### src/rtl/prng_pkg.sv
// prng_pkg: shared types, constants and seed helper for the xorshift PRNG bank
`ifndef PRNG_FF
`define PRNG_FF
`define FF(q_, d_, r_) always_ff @(posedge clk or negedge rst_n) if (!rst_n) q_ <= (r_); else q_ <= (d_);
`endif

package prng_pkg;
  typedef enum logic {PRNG_WARM, PRNG_RUN} prng_state_e;
  localparam logic [31:0] GOLD16 = 32'h0000_9E37;
  localparam logic [31:0] GOLD32 = 32'h9E37_79B9;
  localparam int SH16_A = 7;
  localparam int SH16_B = 9;
  localparam int SH16_C = 8;
  localparam int SH32_A = 13;
  localparam int SH32_B = 17;
  localparam int SH32_C = 5;
  // Zero would lock xorshift at zero forever, so it is replaced with 1.
  function automatic logic [31:0] default_seed(int sw, logic [31:0] seed, int i);
    logic [31:0] mask;
    logic [31:0] v;
    mask = sw == 16 ? 32'h0000_FFFF : 32'hFFFF_FFFF;
    v = (seed ^ (32'(i) * (sw == 16 ? GOLD16 : GOLD32))) & mask;
    return v == '0 ? 32'd1 : v;
  endfunction
endpackage

### src/rtl/xorshift_prng_bank_lane.sv
// xorshift_lane: one PRNG channel with load/advance mux and post-reseed valid suppress
module xorshift_lane
  import prng_pkg::*;
#(
  parameter int STATE_W = 16,
  parameter int OUT_W = 12,
  parameter logic [STATE_W-1:0] DSEED = 1
) (
  input  logic               clk,
  input  logic               rst_n,
  input  logic               step,
  input  logic               run,
  input  logic               ready,
  input  logic               load,
  input  logic [STATE_W-1:0] load_value,
  output logic               valid,
  output logic [OUT_W-1:0]   data
);
  localparam int A = STATE_W == 16 ? SH16_A : SH32_A;
  localparam int B = STATE_W == 16 ? SH16_B : SH32_B;
  localparam int C = STATE_W == 16 ? SH16_C : SH32_C;
  logic [STATE_W-1:0] state, t, t2, nxt, d;
  logic sup;
  always_comb begin
    t = state ^ (state >> A);
    t2 = t ^ (t << B);
    nxt = t2 ^ (t2 >> C);
    d = load ? (load_value == '0 ? DSEED : load_value) : (step || (valid && ready)) ? nxt : state;
  end
  `FF(state, d, DSEED)
  `FF(sup, load, 1'b0)
  assign valid = run & ~sup;
  assign data = state[STATE_W-1 -: OUT_W];
endmodule

### src/rtl/xorshift_prng_bank.sv
// xorshift_prng_bank: multi-channel xorshift PRNG with warm-up FSM and shared reseed port
module xorshift_prng_bank
  import prng_pkg::*;
#(
  parameter int NUM_CH = 4,
  parameter int STATE_W = 16,
  parameter int OUT_W = 12,
  parameter logic [STATE_W-1:0] SEED = 16'h1ACE,
  parameter int WARMUP = 8,
  localparam int CW = NUM_CH > 1 ? $clog2(NUM_CH) : 1
) (
  input  logic                    clk,
  input  logic                    rst_n,
  output logic [NUM_CH-1:0]       out_valid,
  input  logic [NUM_CH-1:0]       out_ready,
  output logic [NUM_CH*OUT_W-1:0] out_data,
  input  logic                    reseed_valid,
  output logic                    reseed_ready,
  input  logic [CW-1:0]           reseed_ch,
  input  logic [STATE_W-1:0]      reseed_value
);
  localparam int WCW = WARMUP > 1 ? $clog2(WARMUP) : 1;
  localparam logic [WCW-1:0] LAST = WCW'(WARMUP - 1);
  if (NUM_CH < 1) begin : g_bad_ch
    $error("NUM_CH must be at least 1");
  end
  if (STATE_W != 16 && STATE_W != 32) begin : g_bad_w
    $error("STATE_W must be 16 or 32");
  end
  if (OUT_W < 1 || OUT_W > STATE_W) begin : g_bad_out
    $error("OUT_W must be within 1..STATE_W");
  end
  if (SEED == '0) begin : g_bad_seed
    $error("SEED must be nonzero");
  end
  if (WARMUP < 0) begin : g_bad_warm
    $error("WARMUP must not be negative");
  end
  prng_state_e fsm;
  logic [WCW-1:0] cnt;
  logic run, acc;
  // run is the registered view of the FSM so valid rises exactly WARMUP edges after reset
  always_ff @(posedge clk or negedge rst_n)
    if (!rst_n) begin
      fsm <= WARMUP > 0 ? PRNG_WARM : PRNG_RUN;
      cnt <= '0;
      run <= 1'b0;
    end else if (fsm == PRNG_WARM) begin
      cnt <= cnt + WCW'(1);
      if (cnt == LAST) begin
        fsm <= PRNG_RUN;
        run <= 1'b1;
      end
    end else begin
      run <= 1'b1;
    end
  assign reseed_ready = run;
  assign acc = reseed_valid & run;
  for (genvar i = 0; i < NUM_CH; i++) begin : g_ch
    xorshift_lane #(
      .STATE_W(STATE_W),
      .OUT_W(OUT_W),
      .DSEED(STATE_W'(default_seed(STATE_W, 32'(SEED), i)))
    ) u_lane (
      .clk(clk),
      .rst_n(rst_n),
      .step(fsm == PRNG_WARM),
      .run(run),
      .ready(out_ready[i]),
      .load(acc && reseed_ch == CW'(i)),
      .load_value(reseed_value),
      .valid(out_valid[i]),
      .data(out_data[i*OUT_W +: OUT_W])
    );
  end
endmodule
### config.mk
export PLATFORM = sky130hd
export DESIGN_NAME = xorshift_prng_bank
export DESIGN_NICKNAME = d
export VERILOG_FILES = /design/src/rtl/prng_pkg.sv /design/src/rtl/xorshift_prng_bank_lane.sv /design/src/rtl/xorshift_prng_bank.sv
export SDC_FILE = /design/constraint.sdc
export NUM_CORES = 1
export LEC_CHECK = 0
export CAP_MARGIN = 0
export CORE_UTILIZATION = 38
export DETAILED_ROUTE_END_ITERATION = 8
export GPL_TIMING_DRIVEN = 0
export PLACE_DENSITY = 0.7
export RECOVER_POWER = 100
export SLEW_MARGIN = 40
export SYNTH_ARGS = -nofsm -noshare
export SYNTH_HDL_FRONTEND = slang
export SYNTH_SLANG_ARGS = --single-unit
### constraint.sdc
create_clock -name clk -period 3.3 [get_ports clk]
set_clock_uncertainty 0.05 [all_clocks]
set_input_delay 0.99 -clock clk [delete_from_list [all_inputs] [get_ports clk]]
set_output_delay 0.99 -clock clk [all_outputs]
set_load 0.01 [all_outputs]
-- Yosys cells after proc, flatten, opt, wreduce, memory -nomap -nowiden
Index checks and enable logic that the tools add are counted.
Widths: inputs -> output; s select.
- logic and storage cells: 73
- output and inout bits: 53
- flip-flop bits (word level): 73
- eq/ne operators: 4
- reductions and logical operators: 19
- muxes and demuxes: 16
- add/subtract/negate cells: 1
- bitwise logic cells: 22
- operators with widths (cell ; count):
    $mux 16 ; 12
    $xor 16x16->16 ; 4
    $xor 16x8->16 ; 4
    $xor 16x9->16 ; 4
    $logic_not 16->1 ; 1
    $reduce_bool 2->1 ; 5
    $logic_and 1x1->1 ; 8
    $and 1x1->1 ; 5
    $not 1->1 ; 5
    $eq 2x2->1 const B ; 2
    $logic_or 1x1->1 ; 4
    $mux 1 ; 4
    $add 3x1->3 const B ; 1
    $eq 3x3->1 const B ; 1
    $eq 2x1->1 const B ; 1
    $logic_not 2->1 ; 1

-- Logic depth before layout (Yosys ltp)
Gate-level depths: netlist (run 1).
- word-level depth: 6
- mapped depth: 6
- gate-level depth less buffers: 6

-- By module
A second synthesis (run 1) with hierarchy kept.
- cells, all modules: 499
- area total of the unflattened synthesis: 5082.4 um2
- modules (own cells, without submodules) (module ; area each (um2) ; sequential area each (um2) ; instances ; cells each):
    xorshift_lane (g_ch[2].u_lane) ; 1223.7 ; 431.7 ; 1 ; 125
    xorshift_lane (g_ch[3].u_lane) ; 1212.4 ; 434.2 ; 1 ; 118
    xorshift_lane (g_ch[0].u_lane) ; 1203.7 ; 435.4 ; 1 ; 119
    xorshift_lane (g_ch[1].u_lane) ; 1203.7 ; 435.4 ; 1 ; 120
    xorshift_prng_bank ; 239.0 ; 125.1 ; 1 ; 17

-- Worst setup path before layout (run 1)
OpenSTA, ideal clock, no wires.
- path kind: in2reg
- start point: input port out_ready[2]
- end point: register g_ch[2].u_lane.state[5]
- stages on the path: 4
- setup slack: 1289 ps
- required time: 3167 ps
- arrival time: 1878 ps
- setup time: 83 ps
- path through: and3b_1 > nor2_1 > nor3_1 > o32a_1
- longest elaborated chain between the ends: 3
- ends and longest elaborated chain (element ; line ; text):
    start: declaration ; xorshift_prng_bank.sv:15 ; input logic [NUM_CH-1:0] out_ready,
    $logic_and 1x1->1 ; xorshift_prng_bank_lane.sv:28 ; d = load ? (load_value == '0 ? DSEED : load_value) : (step || (valid && ready)) ? nxt : state;
    $logic_or 1x1->1 ; xorshift_prng_bank_lane.sv:28 ;
    $reduce_bool 2->1 (no source line) ; -- ;
    end: declaration ; xorshift_prng_bank_lane.sv:22 ; logic [STATE_W-1:0] state, t, t2, nxt, d;
Every way passes these cells.
A chain may end at the register's enable or synchronous reset.

-- Worst setup path in the final report (run 1)
- start point: register run, in the netlist reseed_ready
- end point: output port out_valid[2]
- longest elaborated chain between the ends: 1
- ends and longest elaborated chain (element ; line ; text):
    start: declaration ; xorshift_prng_bank.sv:41 ; logic run, acc;
    start signal: assignment ; xorshift_prng_bank.sv:47 ; run <= 1'b0;
    start signal: assignment ; xorshift_prng_bank.sv:52 ; run <= 1'b1;
    start signal: assignment ; xorshift_prng_bank.sv:55 ; run <= 1'b1;
    $and 1x1->1 ; xorshift_prng_bank_lane.sv:32 ; assign valid = run & ~sup;
    end: declaration ; xorshift_prng_bank.sv:14 ; output logic [NUM_CH-1:0] out_valid,
Every way passes these cells.

==> out/metrics.cfg, run 1 <==
[clock_tree]
cts_sinks=73
cts-buffers-inserted=9
cts_root_buffer=clkbuf_16
post-cts-setup-buffers=0
clock_latency_ns=0.34
postCtsHoldBufs=0
cts-resized-gates=0
path_clk_slew_ns=0.06
cts_max_level=3
clock_path_buffers=2
cts_tree=yes

[logic_synthesis]
synth_top_area_share=0.221
synth-compound-area-share=0.171
synth_mux_area_frac=0.0128
synthAdderAreaFrac=0.00492
synth_area_per_cell_um2=9.81
synth_area_leaders=dfrtp_1, xnor2_1, dfstp_2, buf_4, a21oi_1
synth-simple-area-share=0.0958
syn_area_um2=5090
synth-main-ff-cell=dfrtp_1
ys_ff_latch=73
async_flop_share=1.00
synth_fp_nets=546
seq_area_frac_synth=0.366
yosysUniqueCellTypes=48
yosys.area_share.xor_xnor=0.236
yosysWarnings=0
synth_cells=519
synth_edf_count=0
synth_area_leader_cell=dfrtp_1
synth_top_family_by_area=XOR/XNOR gates

[cells_and_area]
nets=635
num-fill-cells=1213
final_util=0.496
ff_latch_area_um2=1860
area_growth_pct=25.0
most-common-layout-cells=xnor2_1, buf_4, a21oi_1
drive_gt1_frac=0.194
final_area_um2=6370
layout_commonest_cell=xnor2_1
multiInputGateArea_um2=2640
num_antenna_cells=0

[sta]
worstMarginPinSlew_ns=1.94
setup_viol=0
period_minus_slack_ns=2.99
fin_crit_sh=0.907
hold_violations=0
final-max-slew-violation-count=33
rsz0062_at_grt=no
fin_hold_ws_ns=0.435
setup_tns_ns=0
slew_headroom=-0.296
clock.fmax_mhz=334

[routing]
drtIter0Drc=273
vias=4071
wire_per_inst_um=17.9
drt_first_pass_iters=4
ant_nets=0
drc=0
routed_wl_um=14100
via_per_inst=5.19

[worst_setup_path]
startpoint=reseed_ready
cp-end-kind=output port
cp-start-kind=flop
path_class=reg2out
reg2reg_from=reseed_ready
rrSetupSlack_ns=1.14
critical_path_arrival_ns=1.95
worst-endpoint-required_ns=2.26
cp_max_fo=10

[job]
maxCapViolCount=1

[floorplanning]
initial_utilization=0.397
io_pins=78
die_w_um=118
core_area_um2=12800
num_rows=41
die_h_um=118
die_area_um2=13900

[status]
failed_checks=capacitance limit, slew limit
status=complete, but fails checks

[placed_design]
port_buffers=77
placed_area_um2=6100
place.gp.congestion=0.846
hpwlAfterDp_um=9840

[power]
power_mw=7.64
leakagePower_nw=2.48
power_density_nw_per_um2=1200
peakVddDrop_mv=0.446

[min_path]
hp-class=reg2reg
hp-start=cnt[0]

[global_route]
antenna_found_initial=0
gr-usage-all-layers=0.212
grt-ovfl-total=0
grt_max_degree=42
grt_pass1_vias=4294
grt_first_pass_wirelength_um=22800

## cells in the mapped netlist, drive strengths merged (7+ instances only)
master and number:
nand2 16, buf 78, xor2 9, o21ai 20
inv 7, a2bb2oi 12, o21a 16, dfstp 28
xnor2 113, or3 9, nor2 29, a31oi 8
a21oi 48, dfrtp 45, o32a 16, nor3 16
## power by group
part	switching (mW)	internal (mW)
logic	1.93	2.72
registers	0.541	1.45
clock network	0.397	0.604
## worst max-delay path, stage by stage, from the launching register on
cell	delay [ns]
dfrtp_1	0.48
clkbuf_2	0.33
nor2b_1	0.17
buf_4	0.11
clkdlybuf4s50_1	0.52
## per-stage QoR
stage	instances	worst slack, ns
floorplan	519	1.29
global placement	768	-1.40
detailed placement	769	0.361
CTS	785	0.388
global route	785	0.238
finish	785	0.306
## state kept, by name, summed over array words and instances, names as in the netlist
signal,cells
cnt,3
fsm,1
g_ch.u_lane.state,64
g_ch.u_lane.sup,4
reseed_ready,1
## worst paths after layout
path / endpoint / cells after the start
worst max-delay path: out_valid[2] / 4
worst min-delay path: cnt[0] / 1
worst max register to register: g_ch[2].u_lane.state[6] / 5
worst min register to register: cnt[0] / 1
max in group asynchronous: g_ch[1].u_lane.state[1] / 1
min in group asynchronous: g_ch[3].u_lane.state[12] / 1
## cell families (layout without fill, tap and decap cells)
logic type               after synthesis  count (layout)
flip-flops                            73              73
XOR/XNOR                             126             126
AO/OA/AOI/OAI                        131             131
multiplexers                           6               6
buffers and inverters                 90             184
adder cells (fa/ha/maj)                2               2
AND/OR/NAND/NOR                       91              91
## cell type report
class | instances | share of cell area
plain buffers | 83 | 0.0849
clock buffers | 11 | 0.0381
clock inverters | 5 | 0.00865
inverters | 7 | 0.00452
multi-input cells | 356 | 0.414
flip-flops and latches | 73 | 0.292
well taps | 172 | 0.0338
repair buffers | 78 | 0.123
## metal layers
layer  GRT usage  share of wire  vias up
met3      0.0397          0.060       37
met1       0.280           0.44     1982
li1            -              -     1915
met2       0.336           0.46      137
met5           0              0        -
met4      0.0929          0.034        0
No activity file was read; power rests on OpenSTA's default activity.
==> inputs of run 2 (changes only) <==
- HOLD_SLACK_MARGIN: not set -> 0.1
- MAX_ROUTING_LAYER: not set -> met4
==> out/metrics.cfg, run 2 (synthesis gave the netlist of run 1 again) <==
[clock_tree]
cts_root_buffer=clkbuf_16
cts_sinks=73
cts-buffers-inserted=9
post-cts-setup-buffers=0
clock_latency_ns=0.34
cts_max_level=3
path_clk_slew_ns=0.06
cts_tree=yes
cts-resized-gates=0
clock_path_buffers=2
postCtsHoldBufs=0

[sta]
fin_hold_ws_ns=0.435
hold_violations=0
setup_tns_ns=0
setup_ws_ns=0.328
worstMarginPinSlew_ns=1.97
fin_crit_sh=0.901
rsz0062_at_grt=no
setup_viol=0
final-max-slew-violation-count=33
slew_headroom=-0.311
period_minus_slack_ns=2.97
clock.fmax_mhz=336

[floorplanning]
die_w_um=118
num_rows=41
die_area_um2=13900
die_h_um=118
io_pins=78
core_area_um2=12800
initial_utilization=0.397

[routing]
routed_wl_um=14000
drt_first_pass_iters=4
vias=4052
drc=0
via_per_inst=5.16
drtIter0Drc=292
wire_per_inst_um=17.9
ant_nets=0

[global_route]
grt-ovfl-total=0
grt_first_pass_wirelength_um=22800
antenna_found_initial=0
gr-usage-all-layers=0.218
grt_max_degree=42
grt_pass1_vias=4298

[power]
peakVddDrop_mv=0.445
power_density_nw_per_um2=1200
leakagePower_nw=2.48

[cells_and_area]
multiInputGateArea_um2=2640
layout_commonest_cell=xnor2_1
drive_gt1_frac=0.194
most-common-layout-cells=xnor2_1, buf_4, a21oi_1
num_antenna_cells=0
area_growth_pct=25.0
nets=635
largest_reg_flops=64
num-fill-cells=1213
ff_latch_area_um2=1860

[worst_setup_path]
cp-start-kind=flop
critPathMaxStageDelay_ns=0.52
critPathTopFamily=buffers and inverters
path_class=reg2out
worst-r2r-cell-count=6
critPathBufInv=3
slowest_stage=clkdlybuf4s50_1
critical_path_arrival_ns=1.93
worst-endpoint-required_ns=2.26
crit_chain=clkbuf_2, nor2b_1, buf_4, clkdlybuf4s50_1
cp_max_fo=10
cp-end-kind=output port
path_depth=4

[placed_design]
port_buffers=77
hpwlAfterDp_um=9840
place.gp.congestion=0.859
pre_cts_ws_ns=0.361

[min_path]
min_path_cells=1
hp-class=reg2reg

[status]
status=complete, but fails checks
failed_checks=capacitance limit, slew limit

[job]
maxCapViolCount=1

## run 2: path summary, 6_finish.rpt
kind	startpoint	end	slack (ns)
min in group asynchronous	rst_n	g_ch[3].u_lane.state[12]	1.15
setup / recovery	reseed_ready	out_valid[2]	0.33
max in group asynchronous	rst_n	g_ch[0].u_lane.state[14]	0.92
hold reg to reg	cnt[0]	cnt[0]	0.44
setup reg to reg	reseed_ready	g_ch[2].u_lane.state[15]	1.17
hold / removal	cnt[0]	cnt[0]	0.44
## run 2: per-stage QoR
| step | power [mW] | std cells | utilization | cell area (µm²) |
|---|---|---|---|---|
| floorplan | 5.55 | 519 | - | 5090 |
| global placement | 6.58 | 768 | 0.474 | 6080 |
| detailed placement | 6.74 | 769 | 0.476 | 6100 |
| CTS | 7.79 | 785 | 0.499 | 6400 |
| global route | 8.18 | 785 | 0.496 | 6370 |
| finish | 7.64 | 785 | 0.496 | 6370 |
## run 2: where the power goes
group	switching, mW	internal, mW
clock	0.395	0.604
combinational	1.93	2.72
sequential	0.541	1.45
## run 2: cell type report
type | count | share of cell area
Multi-Input combinational cell | 356 | 0.414
Tap cell | 172 | 0.0338
Clock inverter | 5 | 0.00865
Buffer | 83 | 0.0849
Timing Repair Buffer | 78 | 0.123
Sequential cell | 73 | 0.292
Clock buffer | 11 | 0.0381
Inverter | 7 | 0.00452
## run 2: layer usage
metal,routed length [µm],track usage,vias to the layer above
met1,5990,0.280,1970
met2,6650,0.338,135
li1,-,-,1913
met3,1010,0.0378,34
met4,367,0.0929,0
met5,0,-,-
==> inputs of run 3 (changes only) <==
- ABC_AREA: not set -> 1
- PLACE_DENSITY: 0.7 -> 0.69
==> out/metrics.cfg, run 3 <==
[status]
status=complete, no violations

[global_route]
gr-usage-all-layers=0.221
grt-ovfl-total=0
grt_max_degree=51
antenna_found_initial=0
grt_first_pass_wirelength_um=24300
grt_pass1_vias=4922

[job]
maxCapViolCount=0

[routing]
wire_per_inst_um=14.2
routed_wl_um=15300
drt_first_pass_iters=5
vias=5288
drtIter0Drc=410
ant_nets=0
via_per_inst=4.94
drc=0

[clock_tree]
cts_tree=yes
cts_root_buffer=clkbuf_16
clock_latency_ns=0.34
path_clk_slew_ns=0.06
clock_path_buffers=2
post-cts-setup-buffers=0
postCtsHoldBufs=0
cts-buffers-inserted=9
cts_max_level=3
cts-resized-gates=0
cts_sinks=73

[power]
peakVddDrop_mv=0.540
power_density_nw_per_um2=1020
leakagePower_nw=3.45

[floorplanning]
die_w_um=122
die_area_um2=14900
initial_utilization=0.392
io_pins=78
die_h_um=122
num_rows=43
core_area_um2=13900

[sta]
hold_violations=0
rsz0062_at_grt=no
period_minus_slack_ns=2.92
setup_viol=0
final-max-slew-violation-count=0
setup_tns_ns=0
slew_headroom=0.0165
setup_ws_ns=0.382
fin_crit_sh=0.884
worstMarginPinSlew_ns=1.48
clock.fmax_mhz=343

[placed_design]
port_buffers=77
pre_cts_ws_ns=0.484
hpwlAfterDp_um=11300
place.gp.congestion=0.884
placed_area_um2=6490

[logic_synthesis]
synth_fp_nets=824
synth_cells=797
synth_area_leaders=nand2_1, dfrtp_1, dfstp_2, nand3_1, buf_4
yosysUniqueCellTypes=33
synth-main-ff-cell=dfrtp_1
synth_top_area_share=0.221
syn_area_um2=5470
ys_ff_latch=73
synth.most_common_cell=nand2_1
yosysWarnings=0
synth_edf_count=0
async_flop_share=1.00
seq_area_frac_synth=0.341
synthTopCellsByCount=nand2_1, nand3_1, inv_1, buf_4, dfrtp_1
synth_area_per_cell_um2=6.86
synth_area_leader_cell=nand2_1

[worst_setup_path]
worst-endpoint-required_ns=2.26
path_class=reg2out
cp_max_fo=5
cp-end-kind=output port
cp-start-kind=flop
critical_path_arrival_ns=1.88

[cells_and_area]
num-fill-cells=1429
layout_commonest_cell=nand2_1
num_antenna_cells=0
final_area_um2=6630
area_growth_pct=21.3
drive_gt1_frac=0.116
nets=913
largest_reg_flops=64
most-common-layout-cells=nand2_1, nand3_1, inv_1

[min_path]
hp-class=reg2reg

-- run 3: layer usage --
layer	wire length, µm	share of wire	up-vias	global-route usage
li1	-	-	2671	-
met1	7090	0.46	2428	0.287
met2	6900	0.45	161	0.345
met3	801	0.053	28	0.0328
met4	461	0.030	0	0.0856
met5	0	0	-	-
-- run 3: final timing paths --
kind / end / depth (start not counted) / start / slack (ns)
max in group asynchronous: g_ch[2].u_lane.state[10] / 2 / rst_n / 1.27
min: g_ch[3].u_lane.state[1] / 2 / g_ch[3].u_lane.state[1] / 0.44
min in group asynchronous: g_ch[0].u_lane.state[0] / 1 / rst_n / 0.94
max reg2reg: g_ch[3].u_lane.state[2] / 7 / reseed_ready / 1.18
min reg2reg: g_ch[3].u_lane.state[1] / 2 / g_ch[3].u_lane.state[1] / 0.44
max: out_valid[3] / 4 / reseed_ready / 0.38
-- run 3: layout make-up --
type	count	area [µm²]	share of cell area
buffer	64	463	0.0698
clock buffer	11	233	0.0351
clock inverter	5	32.5	0.00491
inverter	101	387	0.0583
multi-input combinational	559	2640	0.398
sequential	73	1860	0.281
tap	180	225	0.0340
timing repair buffer	78	792	0.119
-- run 3: cells by family (layout without fill, tap and decap cells) --
kind of cell               count (synthesis)  after routing  share of synthesized area
adders and majority gates                  2              2                    0.00458
xor gates and xnor gates                  22             22                     0.0352
and+or+nand+nor                          475            475                      0.380
AOI/OAI and AO/OA                         58             58                     0.0769
muxes                                      2              2                    0.00412
buffers and inverters                    165            259                      0.159
DFF                                       73             73                      0.341
-- run 3: power by group --
group	internal (mW)	switching [mW]
logic	1.85	2.08
registers	1.39	0.511
clock network	0.507	0.392
-- run 3: critical path, stage by stage, from the launching register on --
cell and delay, ns:
dfrtp_1 0.43, inv_1 0.27, nor2_1 0.11, buf_4 0.14
dlygate4sd3_1 0.60
-- run 3: per-stage QoR --
step,power (mW),utilization,hold WS [ns],instances
global route,7.35,0.476,0.448,1071
floorplan,4.74,-,0.403,797
global placement,5.89,0.464,0.414,1054
finish,6.73,0.476,0.437,1071
CTS,6.87,0.485,0.434,1071
detailed placement,5.94,0.466,0.422,1055
